--- src/rtl/alu_mul_seq_pkg.sv ---
// alu_mul_seq_pkg: ALU operation codes and sequencer state encoding
package alu_mul_seq_pkg;
    localparam logic [1:0] ALU_ADD = 2'd0;
    localparam logic [1:0] ALU_SUB = 2'd1;
    localparam logic [1:0] ALU_SLT = 2'd2;
    localparam logic [1:0] ALU_SLL = 2'd3;
    typedef enum logic [1:0] {IDLE, SHIFT, ADD, DONE} state_t;
endpackage

--- src/rtl/alu_mul_seq.sv ---
// alu_mul_seq: shift-and-add 8x8 truncated multiply sequenced over the shared ALU
module alu_mul_seq
    import alu_mul_seq_pkg::*;
#(
    parameter int W = 8,
    parameter bit EARLY_EXIT = 1'b1
) (
    input  logic         clk,
    input  logic         rst_n,
    input  logic         start,
    input  logic         abort,
    input  logic [W-1:0] opa,
    input  logic [W-1:0] opb,
    output logic         ready,
    output logic         done,
    output logic [W-1:0] result,
    output logic         result_zero,
    output logic [1:0]   alu_ctl,
    output logic [W-1:0] alu_a,
    output logic [W-1:0] alu_b,
    input  logic [W-1:0] alu_out
);
    localparam int IW = $clog2(W);

    state_t state, state_nxt;
    logic [W-1:0] mplr, mcand, acc, tmp, acc_nxt;
    logic [IW-1:0] idx;
    logic last, rest_zero;

    assign last = idx == IW'(W - 1);
    assign rest_zero = (mplr >> idx) == '0;
    assign ready = state == IDLE;
    assign done = state == DONE;
    assign acc_nxt = state == ADD ? alu_out : acc;

    always_comb begin
        state_nxt = state;
        alu_ctl = ALU_ADD;
        alu_a = '0;
        alu_b = '0;
        case (state)
            IDLE: state_nxt = start ? SHIFT : IDLE;
            SHIFT: begin
                if (mplr[idx]) begin
                    alu_ctl = ALU_SLL;
                    alu_a = W'(idx);
                    alu_b = mcand;
                end
                if (abort) state_nxt = IDLE;
                else if (EARLY_EXIT && rest_zero) state_nxt = DONE;
                else if (mplr[idx]) state_nxt = ADD;
                else if (last) state_nxt = DONE;
            end
            ADD: begin
                alu_a = acc;
                alu_b = tmp;
                state_nxt = abort ? IDLE : last ? DONE : SHIFT;
            end
            default: state_nxt = IDLE;
        endcase
    end

    always_ff @(posedge clk or negedge rst_n) begin
        if (!rst_n) begin
            state <= IDLE;
            mplr <= '0;
            mcand <= '0;
            acc <= '0;
            tmp <= '0;
            idx <= '0;
            result <= '0;
            result_zero <= 1'b1;
        end else begin
            state <= state_nxt;
            if (state == IDLE && start) begin
                mplr <= opa;
                mcand <= opb;
                acc <= '0;
                idx <= '0;
            end
            if (state == SHIFT && state_nxt == ADD) tmp <= alu_out;
            if (state == ADD) acc <= alu_out;
            if (state != IDLE && state_nxt == SHIFT) idx <= idx + 1'b1;
            // the final ADD's sum lands in result at the same edge it lands in acc
            if (state_nxt == DONE) begin
                result <= acc_nxt;
                result_zero <= acc_nxt == '0;
            end
        end
    end
endmodule

--- config.mk ---
export PLATFORM = sky130hd
export DESIGN_NAME = alu_mul_seq
export DESIGN_NICKNAME = d
export VERILOG_FILES = /design/src/rtl/alu_mul_seq_pkg.sv /design/src/rtl/alu_mul_seq.sv
export SDC_FILE = /design/constraint.sdc
export NUM_CORES = 1
export LEC_CHECK = 0
export BUFFER_PORTS_ARGS = -buffer_cell sky130_fd_sc_hd__buf_2
export CAP_MARGIN = 15
export CORE_ASPECT_RATIO = 0.8
export CORE_MARGIN = 5
export CORE_UTILIZATION = 58
export DETAILED_ROUTE_END_ITERATION = 12
export GPL_TIMING_DRIVEN = 0
export PLACE_DENSITY = 0.82
export SYNTH_ARGS = -nofsm -noshare
export SYNTH_HDL_FRONTEND = slang
export SYNTH_SLANG_ARGS = --single-unit
--- constraint.sdc ---
create_clock -name clk -period 5.4 [get_ports clk]
set_clock_uncertainty 0.15 [all_clocks]
set_input_delay 1.35 -clock clk [delete_from_list [all_inputs] [get_ports clk]]
set_output_delay 1.35 -clock clk [all_outputs]
set_load 0.05 [all_outputs]
==> flow_summary.ini, run 1 <==
[status]
outcome = complete, no violations

[power]
p_leak_uw = 0.00140
switchingPower_uw = 694
combPwrFrac_pct = 48.4
seq_power_share_pct = 35.9
ir_worst_vdd_v = 0.000313
p_clk_share_pct = 15.7
power_density_nw_per_um2 = 582
internal_power_uw = 993
switching_share_pct = 41.2

[sta]
rsz0062_at_grt = no
fin_ws_ns = 1.22
fin_crit_ns = 4.18
fin_tns_setup_ns = 0
hold_viol = 0
timing.hold.ws_ns = 0.357
fin_crit_sh_pct = 77.4
worst_slew_pin_slew_ns = 0.992
fmax_mhz = 239
max-slew-margin-rel_pct = 33.9
finalSetupViolations = 0
slew_viol_final = 0

[logic_synthesis]
synthMuxAreaShare_pct = 23.1
synthCells = 203
synthAdderAreaFrac_pct = 3.09
syn_area_um2 = 2430
synth-main-ff-cell = dfrtp_1
synth.area.top_cells = dfrtp_1, mux2_2, a22oi_1
async_reset_ff_share_pct = 100
synth_top_family_by_area = multiplexers
yosys_register_bits = 46
synth-edff-count = 0
synth_top_area_share_pct = 46.3
synth_nets = 237
synth_compound_area_share_pct = 11.8
ys_seq_area_share_pct = 47.4
synth_cell_types = 35
yosys_warnings = 0
synth_area_per_cell_um2 = 12.0
synthSimpleGateAreaFrac_pct = 11.1
yosysTopAreaCell = dfrtp_1
synth-xor-area-share_pct = 0

[placed_design]
hpwl_um = 3840
place.gp.congestion = 0.854
dpl_cell_area_um2 = 2780
dp_slack_ns = 1.57
io_buffers = 56
placed_cells = 316

[critical_path]
path_max_fanout = 11
cp-start-kind = flop
worstPathArrival_ns = 2.68
worstPathRequired_ns = 3.90
crit_type = reg2out
worstSetupEndpointType = output port

[global_route]
grt_pass1_wl_um = 8640
grt_start_max_net_pins = 47
first_global_vias = 1773
antenna_found_initial = 0
grt_usage_pct = 20.4
grt.overflow.total = 0

[detailed_routing]
ant_nets = 0
finalWirelength_um = 5240
remaining_drc_errors = 0
first_pass_iters = 4
initialDrtViolationCount = 176
drt-wirelength-per-cell_um = 16.2
vias = 1826
via_per_inst = 5.64

[cts]
cts_tree = built
clk_pin_slew_ns = 0.09
clk_latency_ns = 0.30
cts_resized = 0
cts_setup_buffers = 0
max-clock-path-buffers = 2
cts-root-buf = clkbuf_8
numCtsBuffers = 5
cts.sinks = 46
cts.hold.buffers_added = 0
cts-htree-levels = 2

[die]
fp.dieW_um = 82.4
die_area_um2 = 5590
die_h_um = 67.9
start_util_pct = 58.9
coreArea_um2 = 4130
rows = 21
ios = 57

[cells_and_area]
syn2layout_area_growth_pct = 19.3
final_cell_area_um2 = 2900
layout_commonest_cell = buf_2
drive_gt1_share_pct = 44.6
nFillCells = 331
layoutNonFillerInstCount = 324
final_nets = 300
num_antenna_cells = 0
final_cell_mix = buf_2, dfrtp_1, mux2_2

[worst_hold_path]
min_path_type = reg2reg

[job]
cap_violations = 0
==> cells by family after synthesis <==
kind of cell	after synthesis
AND/OR/NAND/NOR	46
adder cells (fa/ha/maj)	6
AO/OA/AOI/OAI	36
flip-flops	46
buffers and inverters	19
multiplexers	50
==> final cells by class <==
type | count | area [um^2] | share of cell area [%]
plain buffers | 11 | 55.1 | 1.90
clock inverters | 1 | 30.0 | 1.04
clock buffers | 7 | 86.3 | 2.98
inverters | 8 | 30.0 | 1.04
multi-input cells | 138 | 1190 | 41.1
well taps | 57 | 71.3 | 2.46
flip-flops and latches | 46 | 1150 | 39.8
repair buffers | 56 | 280 | 9.67
==> metal layers <==
layer  vias to the layer above  GRT usage, %  wire (um)
met5                         -             0          0
met4                         0          5.39         65
met3                         7          5.00        327
met2                        67          31.2       2300
met1                       895          29.0       2540
li1                        857             -          -
==> power groups by stage <==
stage | Combinational (uW) | Sequential (uW) | Clock [uW]
finish | 817 | 605 | 266
global route | 888 | 623 | 278
CTS | 818 | 602 | 269
detailed placement | 814 | 610 | 0
global placement | 795 | 601 | 0
floorplan | 603 | 633 | 0
==> final timing paths <==
path / from / depth (start not counted) / slack, ns / to
max reg2reg: state[0] / 9 / 2.81 / tmp[3]
min in group asynchronous: rst_n / 1 / 1.05 / mplr[3]
min reg2reg: result[0] / 1 / 0.36 / result[0]
min: result[0] / 1 / 0.36 / result[0]
max: idx[0] / 9 / 1.22 / alu_a[1]
max in group asynchronous: rst_n / 1 / 3.42 / idx[1]
==> sequential cells by signal, indices dropped and copies added (netlist names) <==
| register | flops |
|---|---|
| tmp | 8 |
| acc | 8 |
| result_zero | 1 |
| idx | 3 |
| mcand | 8 |
| mplr | 8 |
| state | 2 |
| result | 8 |
==> Yosys cell counts, types with 4 or more instances <==
| library cell | number |
|---|---|
| a21oi_1 | 5 |
| inv_1 | 8 |
| nand2b_1 | 4 |
| clkbuf_1 | 4 |
| dfrtp_1 | 45 |
| nor2_1 | 6 |
| a22oi_1 | 11 |
| nor4_1 | 4 |
| and2_1 | 6 |
| nor2b_1 | 13 |
| a22o_1 | 8 |
| mux2_2 | 44 |
| mux2i_1 | 5 |
| ha_1 | 6 |
| nand2_1 | 7 |
==> through the flow <==
step	power (uW)	util (%)
6_report	1690	70.2
4_1_cts	1690	70.2
5_1_grt	1790	70.2
3_5_place_dp	1420	67.4
3_3_place_gp	1400	67.4
2_1_floorplan	1240	-
==> critical path, stage by stage (launching register included) <==
cell and delay (ns):
dfrtp_1 0.44, buf_6 0.17, mux2i_1 0.11, o22a_1 0.25, and2_1 0.21, nor2b_1 0.17, buf_1 0.41, a22oi_1 0.13
nor2b_1 0.19, buf_2 0.29
Power figures use the tool's default switching activity.
==> inputs of run 2 (changes only) <==
ABC_AREA = 1   (was default)
CORE_UTILIZATION = 48   (was 58)
PLACE_DENSITY = 0.73   (was 0.82)
clock period = 3.6 ns   (was 5.4 ns; I/O delays follow)
==> run 2 against run 1 <==
  * Design area down 1.6%
  * Routed wire length increased by 2.4%
  * Register-to-register slack worse by 1.6 ns
  * Global-route usage decreased by 2.9 points
  * Worst setup slack got worse by 0.96 ns
  * Die area up 16%
  * Total power is 50% higher
  * Largest power group unchanged
==> flow_summary.ini, run 2 <==
[status]
outcome = complete, no violations

[critical_path]
worstSetupEndpointType = output port
r2r_end = acc[7]
path_max_fanout = 10
worstPathArrival_ns = 2.29
cp-start-kind = flop
cpPeakStageDelay_ns = 0.42
worstPathRequired_ns = 2.55
r2r_setup_slack_ns = 1.21
path_cells = inv_1 > ha_1 > clkbuf_1 > clkbuf_2 > nand2_1 > a21oi_1 > buf_2
ff2ff_path_depth = 6
crit_start = state[0]
r2r_start = state[0]
crit_type = reg2out
cpMaxStageDelayCell = dfrtp_1

[cells_and_area]
final_cell_area_um2 = 2850
layout_commonest_cell = nand2_1
num_antenna_cells = 0
final_cell_mix = nand2_1, buf_2, dfrtp_1
syn2layout_area_growth_pct = 19.7
drive_gt1_share_pct = 26.4
final_nets = 396

[placed_design]
io_buffers = 56
hpwl_um = 4090
dpl_cell_area_um2 = 2740
dp_slack_ns = 0.425
place.gp.congestion = 0.825

[detailed_routing]
vias = 2091
via_per_inst = 4.94
initialDrtViolationCount = 95
finalWirelength_um = 5360
first_pass_iters = 4
remaining_drc_errors = 0
drt-wirelength-per-cell_um = 12.7
ant_nets = 0

[die]
rows = 22
coreArea_um2 = 4710
die_h_um = 73.0
ios = 57
fp.dieW_um = 88.7
die_area_um2 = 6480
start_util_pct = 50.6

[sta]
worst_slew_pin_slew_ns = 1.00
timing.hold.ws_ns = 0.330
slew_viol_final = 0
hold_viol = 0
fin_crit_ns = 3.34
finalSetupViolations = 0
fin_tns_setup_ns = 0
max-slew-margin-rel_pct = 33.1
rsz0062_at_grt = no
fin_crit_sh_pct = 92.9
fmax_mhz = 299
fin_ws_ns = 0.257

[logic_synthesis]
syn_area_um2 = 2380
synth_most_common_cell = nand2_1
synthCells = 299
ys_seq_area_share_pct = 48.4
synth_area_per_cell_um2 = 7.96
synth_top_area_share_pct = 47.3
yosys_warnings = 0
synth_nets = 333
async_reset_ff_share_pct = 100
synth-edff-count = 0
yosysTopAreaCell = dfrtp_1
ys_top_cells_by_count = nand2_1, dfrtp_1, inv_1
synth-main-ff-cell = dfrtp_1
synth.area.top_cells = dfrtp_1, nand2_1, inv_1
synth_cell_types = 24
yosys_register_bits = 46

[worst_hold_path]
min_path_type = reg2reg
hp-start = result[7]
holdPathStages = 2
holdPathEnd = result[7]

[power]
p_leak_uw = 0.00158
power_density_nw_per_um2 = 888
ir_worst_vdd_v = 0.000513
fin_total_pwr_uw = 2530

[global_route]
grt_pass1_wl_um = 8750
antenna_found_initial = 0
grt.overflow.total = 0
grt_usage_pct = 17.5
grt_start_max_net_pins = 47
first_global_vias = 1870

[cts]
cts_tree = built
cts.hold.buffers_added = 0
cts_setup_buffers = 0
numCtsBuffers = 5
cts-root-buf = clkbuf_8
clk_latency_ns = 0.30
clk_pin_slew_ns = 0.09
cts.sinks = 46
cts-htree-levels = 2
max-clock-path-buffers = 2

[job]
cap_violations = 0
==> run 2: cell count changes in the layout (fill, tap and decap cells not counted), sizes merged, moves of 6 or more <==
cell,previous run,this run
mux2,45,10
o21ai,4,19
a22o,8,0
nand2,7,124
nand3,2,11
nor2b,13,0
a21oi,5,22
a22oi,11,0
inv,8,37
and2,6,0
==> run 2: power by group <==
part	leakage (uW)	internal, uW	total [uW]	switching [uW]
Clock	0.0000585	208	389	181
Combinational	0.000939	376	1270	894
Sequential	0.000579	748	871	122
==> run 2: how the worst max path moves through the flow <==
stage / to / slack (ns) / cells after the start
after floorplan: alu_a[0] / 0.42 / 11
after global placement: alu_a[0] / 0.42 / 7
after detailed placement: alu_a[0] / 0.42 / 7
after CTS: alu_a[0] / 0.09 / 7
after global routing: alu_b[6] / 0.12 / 7
final: alu_b[6] / 0.26 / 7
==> run 2: worst max-delay path, delay by kind of cell, from the launching register on <==
family	cells	cell delay [ns]
buffers and inverters	4	1.05
DFF	1	0.42
adders and majority gates	1	0.25
AOI/OAI and AO/OA	1	0.19
and+or+nand+nor	1	0.08
==> run 2: timing repair <==
action / CTS / global route
resized for setup: 0 / 1
hold endpoints to repair: 0 / 0
setup endpoints to repair: 0 / 5
==> run 2: metal layers <==
layer	track usage [%]	part of all wire [%]	up-vias
li1	-	-	1064
met5	0	0	-
met4	5.03	1.3	0
met2	22.7	41	58
met1	28.5	52	962
met3	3.61	6.0	7
==> run 2: layout make-up <==
cell class,instances,area [um^2]
Clock inverter,3,43.8
Timing Repair Buffer,56,280
Inverter,36,135
Tap cell,60,75.1
Buffer,10,55.1
Multi-Input combinational cell,207,1040
Clock buffer,5,68.8
Fill cell,453,1860
Sequential cell,46,1150
==> run 2: through the flow <==
step	util (%)	std cells
5_1_grt	60.6	423
4_1_cts	60.5	423
3_3_place_gp	58.1	415
6_report	60.6	423
2_1_floorplan	-	299
3_5_place_dp	58.1	415
==> run 2: cells by family (layout without fill, tap and decap cells) <==
logic type,Yosys count,count (layout),share of synthesized area [%]
simple gates,149,149,25.7
buf+inv,46,110,7.93
flops,46,46,48.4
mux,10,10,4.73
compound gates,42,42,10.0
fa+ha+maj,6,6,3.15
==> inputs of run 3 (changes only) <==
CORE_UTILIZATION = 50   (was 48)
CTS_BUF_LIST = sky130_fd_sc_hd__clkbuf_4 sky130_fd_sc_hd__clkbuf_8   (was default)
PLACE_DENSITY = 0.75   (was 0.73)
==> run 3 against run 2 <==
  * Count of clock-buffer cells in the layout increased by 2
  * Via count increased by 1.2%
  * Register-to-register slack improved by 0.04 ns
  * Design area about the same
  * Hold slack improved by 0.0020 ns
  * Worst setup slack got worse by 0.018 ns
  * Routed wire length increased by 0.35%
  * Core utilization increased by 1.5 points
  * Maximum frequency decreased by 0.53%
  * Critical path depth unchanged
  * Sequential power increased by 0.9%
  * Final cell count unchanged
  * Largest cell class unchanged
==> flow_summary.ini, run 3 (synthesized netlist as in run 2, its figures left out) <==
[status]
outcome = complete, no violations

[sta]
fin_tns_setup_ns = 0
rsz0062_at_grt = no
fmax_mhz = 298
worst_slew_pin_slew_ns = 1.00
fin_crit_sh_pct = 93.4
finalSetupViolations = 0
hold_viol = 0
max-slew-margin-rel_pct = 33.3
fin_ws_ns = 0.239
slew_viol_final = 0
fin_crit_ns = 3.36
timing.hold.ws_ns = 0.332

[power]
combPwrFrac_pct = 50.0
switchingPower_uw = 1190
p_leak_uw = 0.00158
p_clk_share_pct = 15.4
power_density_nw_per_um2 = 891
internal_power_uw = 1350
ir_worst_vdd_v = 0.000501
seq_power_share_pct = 34.6
fin_total_pwr_uw = 2540
switching_share_pct = 46.9

[critical_path]
worstPathRequired_ns = 2.55
cpPeakStageDelay_ns = 0.42
cpMaxStageDelayCell = dfrtp_1
path_cells = inv_1 > ha_1 > clkbuf_1 > clkbuf_2 > nand2_1 > a21oi_1 > buf_2
worstSetupEndpointType = output port
cp_num_buf_inv = 4
cp-start-kind = flop
ff2ff_path_depth = 6
path_delay_family = buffers and inverters
path_depth = 7
crit_type = reg2out
worstPathArrival_ns = 2.31
path_max_fanout = 10

[cts]
numCtsBuffers = 5
cts-htree-levels = 2
max-clock-path-buffers = 2
cts-root-buf = clkbuf_8
clk_pin_slew_ns = 0.09
cts.sinks = 46
cts_tree = built
cts_setup_buffers = 0
clk_latency_ns = 0.30

[cells_and_area]
nFillCells = 411
multi_input_area_um2 = 1040
layout_commonest_cell = nand2_1
num_antenna_cells = 0
final_cell_mix = nand2_1, buf_2, dfrtp_1
drive_gt1_share_pct = 26.4
final_nets = 396
layoutNonFillerInstCount = 423
syn2layout_area_growth_pct = 19.8
seqCellArea_um2 = 1150

[placed_design]
place.gp.congestion = 0.860
placed_cells = 415
dp_slack_ns = 0.436
io_buffers = 56
hpwl_um = 4130

[worst_hold_path]
min_path_type = reg2reg
holdPathStages = 2

[global_route]
first_global_vias = 1954
grt_pass1_wl_um = 9050
grt_start_max_net_pins = 47
grt_usage_pct = 18.4
antenna_found_initial = 0
grt.overflow.total = 0

[detailed_routing]
remaining_drc_errors = 0
initialDrtViolationCount = 121
first_pass_iters = 4
ant_nets = 0
vias = 2116
finalWirelength_um = 5380
drt-wirelength-per-cell_um = 12.7
via_per_inst = 5.00

[die]
fp.dieW_um = 87.2
die_h_um = 71.7
die_area_um2 = 6250
coreArea_um2 = 4600
rows = 22
ios = 57
start_util_pct = 51.8

[job]
cap_violations = 0
run 3: cell count changes in the layout (fill, tap and decap cells not counted), sizes merged:
cell    before  now
inv         37   36
clkbuf      11   13
clkinv       1    0
run 3: timing repair:
item,4_1_cts,5_1_grt
setup endpoints to repair,0,3
hold buffers,0,0
gates resized for setup,0,1
run 3: layout make-up:
cell class                      count  share of cell area, %
Tap cell                           60                   2.63
Clock inverter                      1                   1.05
Multi-Input combinational cell    207                   36.5
Timing Repair Buffer               56                   9.83
Buffer                             10                   1.93
Clock buffer                        7                   2.94
Sequential cell                    46                   40.4
Inverter                           36                   4.74
run 3: final timing paths:
kind / startpoint / end / slack [ns]
worst max-delay path: state[0] / alu_b[6] / 0.24
worst min-delay path: result[7] / result[7] / 0.33
worst max register to register: state[0] / acc[7] / 1.25
worst min register to register: result[7] / result[7] / 0.33
max in group asynchronous: rst_n / mplr[1] / 2.06
min in group asynchronous: rst_n / mcand[7] / 0.62
run 3: stage by stage:
| stage | instance area (um^2) | utilization (%) |
|---|---|---|
| CTS | 2850 | 62.0 |
| finish | 2850 | 62.0 |
| detailed placement | 2740 | 59.5 |
| global route | 2850 | 62.0 |
| global placement | 2740 | 59.5 |
| floorplan | 2380 | - |
run 3: layer usage:
metal	share of wire, %	vias to the layer above	routed length, um	track usage, %
met5	0	-	0	0
met4	0.78	0	42	4.77
met3	6.9	4	369	4.60
met2	43	59	2330	26.2
met1	49	993	2640	27.8
li1	-	1060	-	-
run 3: power groups by stage:
| stage | Combinational, uW | Sequential (uW) | Clock [uW] |
|---|---|---|---|
| 2_1_floorplan | 846 | 1010 | 0 |
| 3_3_place_gp | 1250 | 874 | 0 |
| 3_5_place_dp | 1270 | 884 | 0 |
| 4_1_cts | 1280 | 876 | 400 |
| 5_1_grt | 1410 | 907 | 420 |
| 6_report | 1270 | 879 | 392 |
run 3: tightest hold or removal path, cell delays in order, from the launching register on:
cell     delay, ns
dfrtp_1       0.35
nand2_1       0.05
nand2_1       0.05
